<file path="src/rtl/shift_frame_engine.sv">
// Full-duplex WIDTH-bit frame shifter: LANES bits out and in per step, one step every DIV cycles.
// Optional feature macro SHIFT_FRAME_ENGINE_B2B_EN: accept the next load during the DONE cycle.
module shift_frame_engine #(
    parameter int WIDTH = 8,
    parameter int LANES = 1,
    parameter int DIV   = 1
) (
    input  logic             clk,
    input  logic             clrn,
    input  logic             sclr,
    input  logic             dir,
    input  logic             s_valid,
    output logic             s_ready,
    input  logic [WIDTH-1:0] s_data,
    input  logic [LANES-1:0] sin,
    output logic [LANES-1:0] sout,
    output logic             shift_tick,
    output logic             busy,
    output logic             m_valid,
    output logic [WIDTH-1:0] m_data
);

    localparam int N     = WIDTH / LANES;
    localparam int CNT_W = $clog2(N + 1);
    localparam int DIV_W = (DIV > 1) ? $clog2(DIV) : 1;

    localparam logic [DIV_W-1:0] DIV_RELOAD = DIV_W'(DIV - 1);
    localparam logic [CNT_W-1:0] STEPS      = CNT_W'(N);

`ifdef SHIFT_FRAME_ENGINE_B2B_EN
    localparam bit B2B_EN = 1'b1;
`else
    localparam bit B2B_EN = 1'b0;
`endif

    typedef enum logic [1:0] {
        IDLE,
        SHIFT,
        DONE
    } state_t;

    state_t           r_state;
    logic [WIDTH-1:0] r_q;
    logic             r_dir;
    logic [CNT_W-1:0] r_cnt;
    logic [DIV_W-1:0] r_div;
    logic             r_s_ready;
    logic             r_busy;
    logic             r_m_valid;

    logic [WIDTH-1:0] w_q_right;
    logic [WIDTH-1:0] w_q_left;
    logic [WIDTH-1:0] w_q_next;
    logic             w_tick;
    logic             w_load;

    // A single-step frame replaces the whole register with the incoming lanes.
    generate
        if (WIDTH == LANES) begin : g_one_step
            assign w_q_right = sin;
            assign w_q_left  = sin;
        end else begin : g_multi_step
            assign w_q_right = {sin, r_q[WIDTH-1:LANES]};
            assign w_q_left  = {r_q[WIDTH-LANES-1:0], sin};
        end
    endgenerate

    assign w_q_next = r_dir ? w_q_left : w_q_right;
    assign w_tick   = (r_state == SHIFT) && (r_div == '0);
    assign w_load   = s_valid && r_s_ready;

    always_ff @(posedge clk or negedge clrn) begin
        // NOTE: all state is updated with non-blocking assignments so every register
        // samples the pre-edge values, independent of statement order.
        if (!clrn) begin
            r_state   <= IDLE;
            r_q       <= '0;
            r_dir     <= 1'b0;
            r_cnt     <= '0;
            r_div     <= '0;
            r_s_ready <= 1'b1;
            r_busy    <= 1'b0;
            r_m_valid <= 1'b0;
        end else if (!sclr) begin
            r_state   <= IDLE;
            r_q       <= '0;
            r_dir     <= 1'b0;
            r_cnt     <= '0;
            r_div     <= '0;
            r_s_ready <= 1'b1;
            r_busy    <= 1'b0;
            r_m_valid <= 1'b0;
        end else if (w_load) begin
            // Only reachable from IDLE, or from DONE when back-to-back loads are enabled.
            r_state   <= SHIFT;
            r_q       <= s_data;
            r_dir     <= dir;
            r_cnt     <= STEPS;
            r_div     <= DIV_RELOAD;
            r_s_ready <= 1'b0;
            r_busy    <= 1'b1;
            r_m_valid <= 1'b0;
        end else begin
            unique case (r_state)
                IDLE: begin
                    r_s_ready <= 1'b1;
                end
                SHIFT: begin
                    if (w_tick) begin
                        r_q   <= w_q_next;
                        r_div <= DIV_RELOAD;
                        r_cnt <= r_cnt - CNT_W'(1);
                        if (r_cnt == CNT_W'(1)) begin
                            r_state   <= DONE;
                            r_busy    <= 1'b0;
                            r_m_valid <= 1'b1;
                            r_s_ready <= B2B_EN;
                        end
                    end else begin
                        r_div <= r_div - DIV_W'(1);
                    end
                end
                DONE: begin
                    r_state   <= IDLE;
                    r_m_valid <= 1'b0;
                    r_s_ready <= 1'b1;
                end
                default: begin
                    r_state   <= IDLE;
                    r_s_ready <= 1'b1;
                    r_busy    <= 1'b0;
                    r_m_valid <= 1'b0;
                end
            endcase
        end
    end

    assign s_ready    = r_s_ready;
    assign busy       = r_busy;
    assign m_valid    = r_m_valid;
    assign m_data     = r_q;
    assign shift_tick = w_tick;
    assign sout       = r_dir ? r_q[WIDTH-1 -: LANES] : r_q[LANES-1:0];

endmodule

</file>
<file path="config.mk">
export PLATFORM = sky130hd
export DESIGN_NAME = shift_frame_engine
export DESIGN_NICKNAME = d
export VERILOG_FILES = /design/src/rtl/shift_frame_engine.sv
export SDC_FILE = /design/constraint.sdc
export NUM_CORES = 1
export LEC_CHECK = 0
export CORE_ASPECT_RATIO = 1.2
export CORE_MARGIN = 2
export CORE_UTILIZATION = 46
export DETAILED_ROUTE_END_ITERATION = 6
export MAX_ROUTING_LAYER = met4
export PLACE_DENSITY_LB_ADDON = 0.12
export SYNTH_ARGS = -nofsm -noshare
export SYNTH_HDL_FRONTEND = slang
export SYNTH_SLANG_ARGS = --single-unit
</file>
<file path="constraint.sdc">
create_clock -name clk -period 1.8 [get_ports clk]
set_input_delay 0.27 -clock clk [delete_from_list [all_inputs] [get_ports clk]]
set_output_delay 0.27 -clock clk [all_outputs]
set_load 0.01 [all_outputs]
</file>
=== Word level (Yosys, flattened, before mapping) ===
Index checks and enable logic that the tools add are counted.

* Register bits after elaboration: 19
* Input bits: 14
* Output and inout port bits: 13
* Logic and storage cells: 63

* Add/sub/neg operators: 2
* Equality and inequality tests: 10
* Multiplexer cells: 34
* Bitwise operators: 1
* Reductions and logical operators: 8

{| class="wikitable"
|+ Operators by type and width
! kind !! number
|-
| two-way mux 8 bit || 5
|-
| two-way mux 1 bit || 18
|-
| two-way mux 4 bit || 4
|-
| two-way mux 2 bit || 4
|-
| inequality test 3 x 1 -> 1 bit (second input constant) || 2
|-
| AND reduction 3 bit || 2
|-
| == test 4 x 1 -> 1 bit (second input constant) || 1
|-
| inequality test 4 x 3 -> 1 bit (second input constant) || 1
|-
| inequality test 4 bit (second input constant) || 1
|-
| case mux 1 bit (2 select lines) || 2
|-
| case mux 2 bit (2 select lines) || 1
|-
| AND reduction 2 bit || 2
|-
| subtractor 4 x 1 -> 4 bit (second input constant) || 1
|-
| inequality test 3 x 2 -> 1 bit (second input constant) || 1
|-
| inequality test 3 bit (second input constant) || 1
|-
| == test 2 x 1 -> 1 bit (second input constant) || 1
|-
| == test 2 bit (second input constant) || 1
|-
| logical AND 1 bit || 2
|-
| logical NOT 2 bit || 1
|-
| inequality test 2 x 1 -> 1 bit (second input constant) || 1
|-
| OR reduction 2 bit || 1
|-
| NOT 1 bit || 1
|-
| subtractor 1 bit (second input constant) || 1
|}

=== Longest topological paths before layout ===
* Word-level depth: 6
* Gate-level depth with buffers: 5
* Depth with buffers taken out: 5

=== Worst setup path before layout ===
OpenSTA, ideal clock, no wires.

* Path kind: register to register
* From: reg r_cnt[1]
* To: reg r_s_ready, in the netlist s_ready
* Library setup time: 97 ps
* Arrival: 1,393 ps
* Data required time: 1,703 ps
* Setup slack: 310 ps
* Cell stages (with the launch flop): 6
* Path buffers: 0
* Clock period less this slack: 1,490 ps
* Cells stage by stage: dfrtp_1 -> inv_1 -> ha_1 -> or4b_2 -> a21oi_1 -> o21ai_0

* Cells in the longest elaborated chain, start to end: 3

{| class="wikitable"
|+ Ends and longest elaborated chain
! element !! RTL line !! source
|-
| from (decl) || 45 || <nowiki>logic [CNT_W-1:0] r_cnt;</nowiki>
|-
| from (signal assigned) || 112 || <nowiki>r_cnt <= r_cnt - CNT_W'(1);</nowiki>
|-
| == test 4 x 1 -> 1 bit || 113 || <nowiki>if (r_cnt == CNT_W'(1)) begin</nowiki>
|-
| inequality test 4 x 3 -> 1 bit (no line) || n/a ||
|-
| AND reduction 2 bit (no line) || n/a ||
|-
| to (signal assigned) || 117 || <nowiki>r_s_ready <= B2B_EN;</nowiki>
|-
| to (signal assigned) || 126 || <nowiki>r_s_ready <= 1'b1;</nowiki>
|-
| to (signal assigned) || 130 || <nowiki>r_s_ready <= 1'b1;</nowiki>
|-
| to (decl) || 47 || <nowiki>logic r_s_ready;</nowiki>
|}

Every way passes these cells.
A chain may end at the register's enable or synchronous reset.

=== Worst setup path in the final report ===
* From: reg r_dir
* To: out sout

* Cells in the longest elaborated chain, start to end: 1

{| class="wikitable"
|+ Ends and longest elaborated chain
! element !! RTL line !! source
|-
| from (decl) || 44 || <nowiki>logic r_dir;</nowiki>
|-
| from (signal assigned) || 97 || <nowiki>r_dir <= dir;</nowiki>
|-
| two-way mux 1 bit || 143 || <nowiki>assign sout = r_dir ? r_q[WIDTH-1 -: LANES] : r_q[LANES-1:0];</nowiki>
|-
| to (decl) || 16 || <nowiki>output logic [LANES-1:0] sout,</nowiki>
|}

Every way passes these cells.

==> run_results.csv <==
group,metric,value,unit
power_and_ir_drop,vdd_drop_max,464.0,uV
timing,fin_tns_setup,0,ns
route,vias,867,
synth,synth_cell_types,24,
timing,drv_slew,0,
die,dieHeight,54.68,um
power_and_ir_drop,p_per_area,702.9,mW/mm2
worst_setup_path,critPathLaunchType,"flip-flop",
synth,ys_ff_latch,18,
global_routing,grt_antenna_before_repair,0,
synth,synth_xor_area_frac,0.01779,
finish,drive_gt1_frac,0.1783,
finish,ff_latch_area,451.7,um2
clock_network,clock_sink_count,18,
synth,yosys.area.top_type,"dfrtp_1",
global_routing,track_usage,0.2090,
synth,synth_fp_nets,117,
synth,synth_top_family_by_area,"simple AND/OR/NAND/NOR gates",
worst_setup_path,cp.arrival,1.46,ns
worst_setup_path,path_max_fanout,2,
clock_network,htreeDepth,1,
status,status,"completed",
worst_setup_path,rr_startpoint,"r_cnt[1]",
finish,num_antenna_cells,0,
route,drt_wl_total,2198,um
timing,timing.fmax,579.6,MHz
clock_network,clockRootBuffer,"clkbuf_4",
clock_network,clkTransAtPathRegs,0.10,ns
finish,syn_to_final_growth,34.43,%
timing,fin_crit,1.725,ns
clock_network,cts_buffer_depth,2,
route,wl_per_cell,13.82,um
finish,layout.cells.non_filler,159,
placement,gp_congestion,0.7810,
global_routing,grt_max_degree,19,
die,initial_core_util,0.4805,
synth,synth.area.mux_share,0.1144,
flow_run,maxCapViolCount,0,
synth,yosys_warnings,0,
route,drtIter0Drc,7,
synth,synthesis.area,984.7,um2
route,drt-pass1-iter-count,4,
finish,final_util,0.6459,
synth,ys_seq_area_frac,0.4587,
finish,fill_cells,180,
route,drc,0,
timing,grt_setup_unrepaired,"no",
placement,place_inst,155,
synth,synth_compound_area_frac,0.1144,
placement,dp_hpwl,1621,um
synth,synth.top_cell.area_share,0.4320,
clock_network,clk-insertion-delay-late,0.29,ns
die,die_w,46.24,um
die,io_pins,27,
timing,timing_hold_violations_final,0,
clock_network,postCtsHoldBufs,0,
worst_setup_path,critPathRequiredTime,1.53,ns
timing,relSlewSlack,0.6899,
finish,multiInputGateArea,490.5,um2
synth,synthTopCellsByArea,"dfrtp_1 (43%), mux2_2 (11%), nand3_1 (8.1%)",
global_routing,grt_overflow_total,0,
clock_network,numCtsBuffers,3,
clock_network,tritoncts,"done",
worst_setup_path,r2r_end,"s_ready",
route,vias_per_cell,5.453,
timing,skew,0.003008,ns
global_routing,grt_pass1_wl,3781,um
synth,syn_area_per_cell,9.749,um2
synth,syn_inst,101,
hold_path,hp-class,"in -> async",
worst_setup_path,path_class,"reg -> out",
timing,setup_violations,0,
worst_setup_path,r2r_setup_slack,0.22,ns
die,fp-row-count,18,
timing,period_share,0.9585,
placement,io_buffers,26,
worst_setup_path,worstSetupEndpoint,"sout",
die,dieArea,0.002528,mm2
timing,fin_hold_ws,0.3054,ns
global_routing,grt_pass1_vias,849,
finish,nNetsFinal,146,
worst_setup_path,crit_start,"r_dir",
worst_setup_path,crit_path_end_kind,"primary output",
synth,synthAdderAreaFrac,0.02541,
worst_setup_path,rr_worst_depth,5,
synth,synth-simple-area-share,0.2262,
power_and_ir_drop,leakage,0.5447,nW
timing,worstMarginPinSlew,0.4641,ns
die,core_area,0.002049,mm2
route,ant_nets,0,
-- critical path, cell delays in order, from the launching register on --
cell	delay, ns
dfrtp_1	0.37
mux2_2	0.33
clkdlybuf4s50_1	0.47
-- cell families (layout without fill, tap and decap cells) --
kind of cell | count (synthesis) | count (layout)
compound gates | 16 | 16
buf+inv | 10 | 38
fa+ha+maj | 2 | 2
flops | 18 | 18
xor+xnor | 2 | 2
mux | 10 | 10
simple gates | 43 | 43
-- power by group --
| part | internal, W | leakage, nW | switching, W |
|---|---|---|---|
| logic | 0.000122 | 0.286 | 0.000104 |
| registers | 0.000433 | 0.238 | 0.0000246 |
| clock network | 0.000123 | 0.0210 | 0.000124 |
| total | 0.000678 | 0.545 | 0.000252 |
-- repair_timing --
item / in CTS / in global routing
endpoints found under the setup margin: 1 / 0
resized for setup: 1 / 0
setup buffers: 0 / 0
-- final cells by class --
class	instances	share of cell area
well taps	30	0.02836
flip-flops and latches	18	0.3412
inverters	3	0.008507
repair buffers	31	0.2240
clock buffers	4	0.02741
multi-input cells	73	0.3705
-- per-stage QoR --
stage	setup slack (ns)	total power [W]	area (um2)
floorplan	0.3097	0.0005825	984.7
global placement	0.2200	0.0006903	1289
detailed placement	0.2135	0.0006940	1289
CTS	0.06772	0.0009355	1324
global route	0.02371	0.0009734	1324
finish	0.07472	0.0009305	1324
-- state kept, by name, summed over array words and instances (netlist names) --
name / count
r_div: 1
m_data: 8
r_cnt: 4
busy: 1
m_valid: 1
r_state: 1
r_dir: 1
s_ready: 1
-- routing by layer --
| layer | part of all wire | vias to the layer above | GRT usage |
|---|---|---|---|
| met5 | 0 | - | - |
| met4 | 0.0064 | 0 | 0.06190 |
| met3 | 0.041 | 2 | 0.01980 |
| met2 | 0.51 | 22 | 0.3426 |
| met1 | 0.44 | 416 | 0.2723 |
| li1 | - | 427 | - |
-- worst min-delay path by stage --
stage	start	end	slack (ns)	depth (start not counted)
floorplan	clrn	busy	-0.03	0
global placement	r_state[0]	busy	0.50	1
detailed placement	r_state[0]	busy	0.51	1
CTS	clrn	m_data[7]	0.32	2
global route	clrn	m_data[7]	0.34	2
finish	clrn	m_data[2]	0.31	2
-- cells in the mapped netlist --
cell type	instances
a21oi_1	3
a31oi_1	2
and2_1	1
and4bb_2	1
buf_2	1
buf_4	1
clkbuf_1	5
dfrtp_1	17
dfstp_2	1
ha_1	2
inv_1	3
mux2_2	10
nand2_1	13
nand2b_1	3
nand3_1	16
nor2_1	4
nor3_1	1
nor3b_2	1
o21ai_0	3
o221ai_1	8
or3_1	1
or4_1	1
or4b_2	1
xnor2_1	2
-- cell usage in the layout (no fill, tap or decap), drive strengths merged, types with 2 or more instances in the layout --
cell           netlist  layout
inv                  3       3
nand3               16      16
dfrtp               17      17
a31oi                2       2
ha                   2       2
a21oi                3       3
nand2               13      13
clkbuf               5       4
nor2                 4       4
o221ai               8       8
nand2b               3       3
xnor2                2       2
clkdlybuf4s50        0      25
buf                  2       5
mux2                10      10
o21ai                3       3
Note: power is estimated with default switching activity, not from simulation.
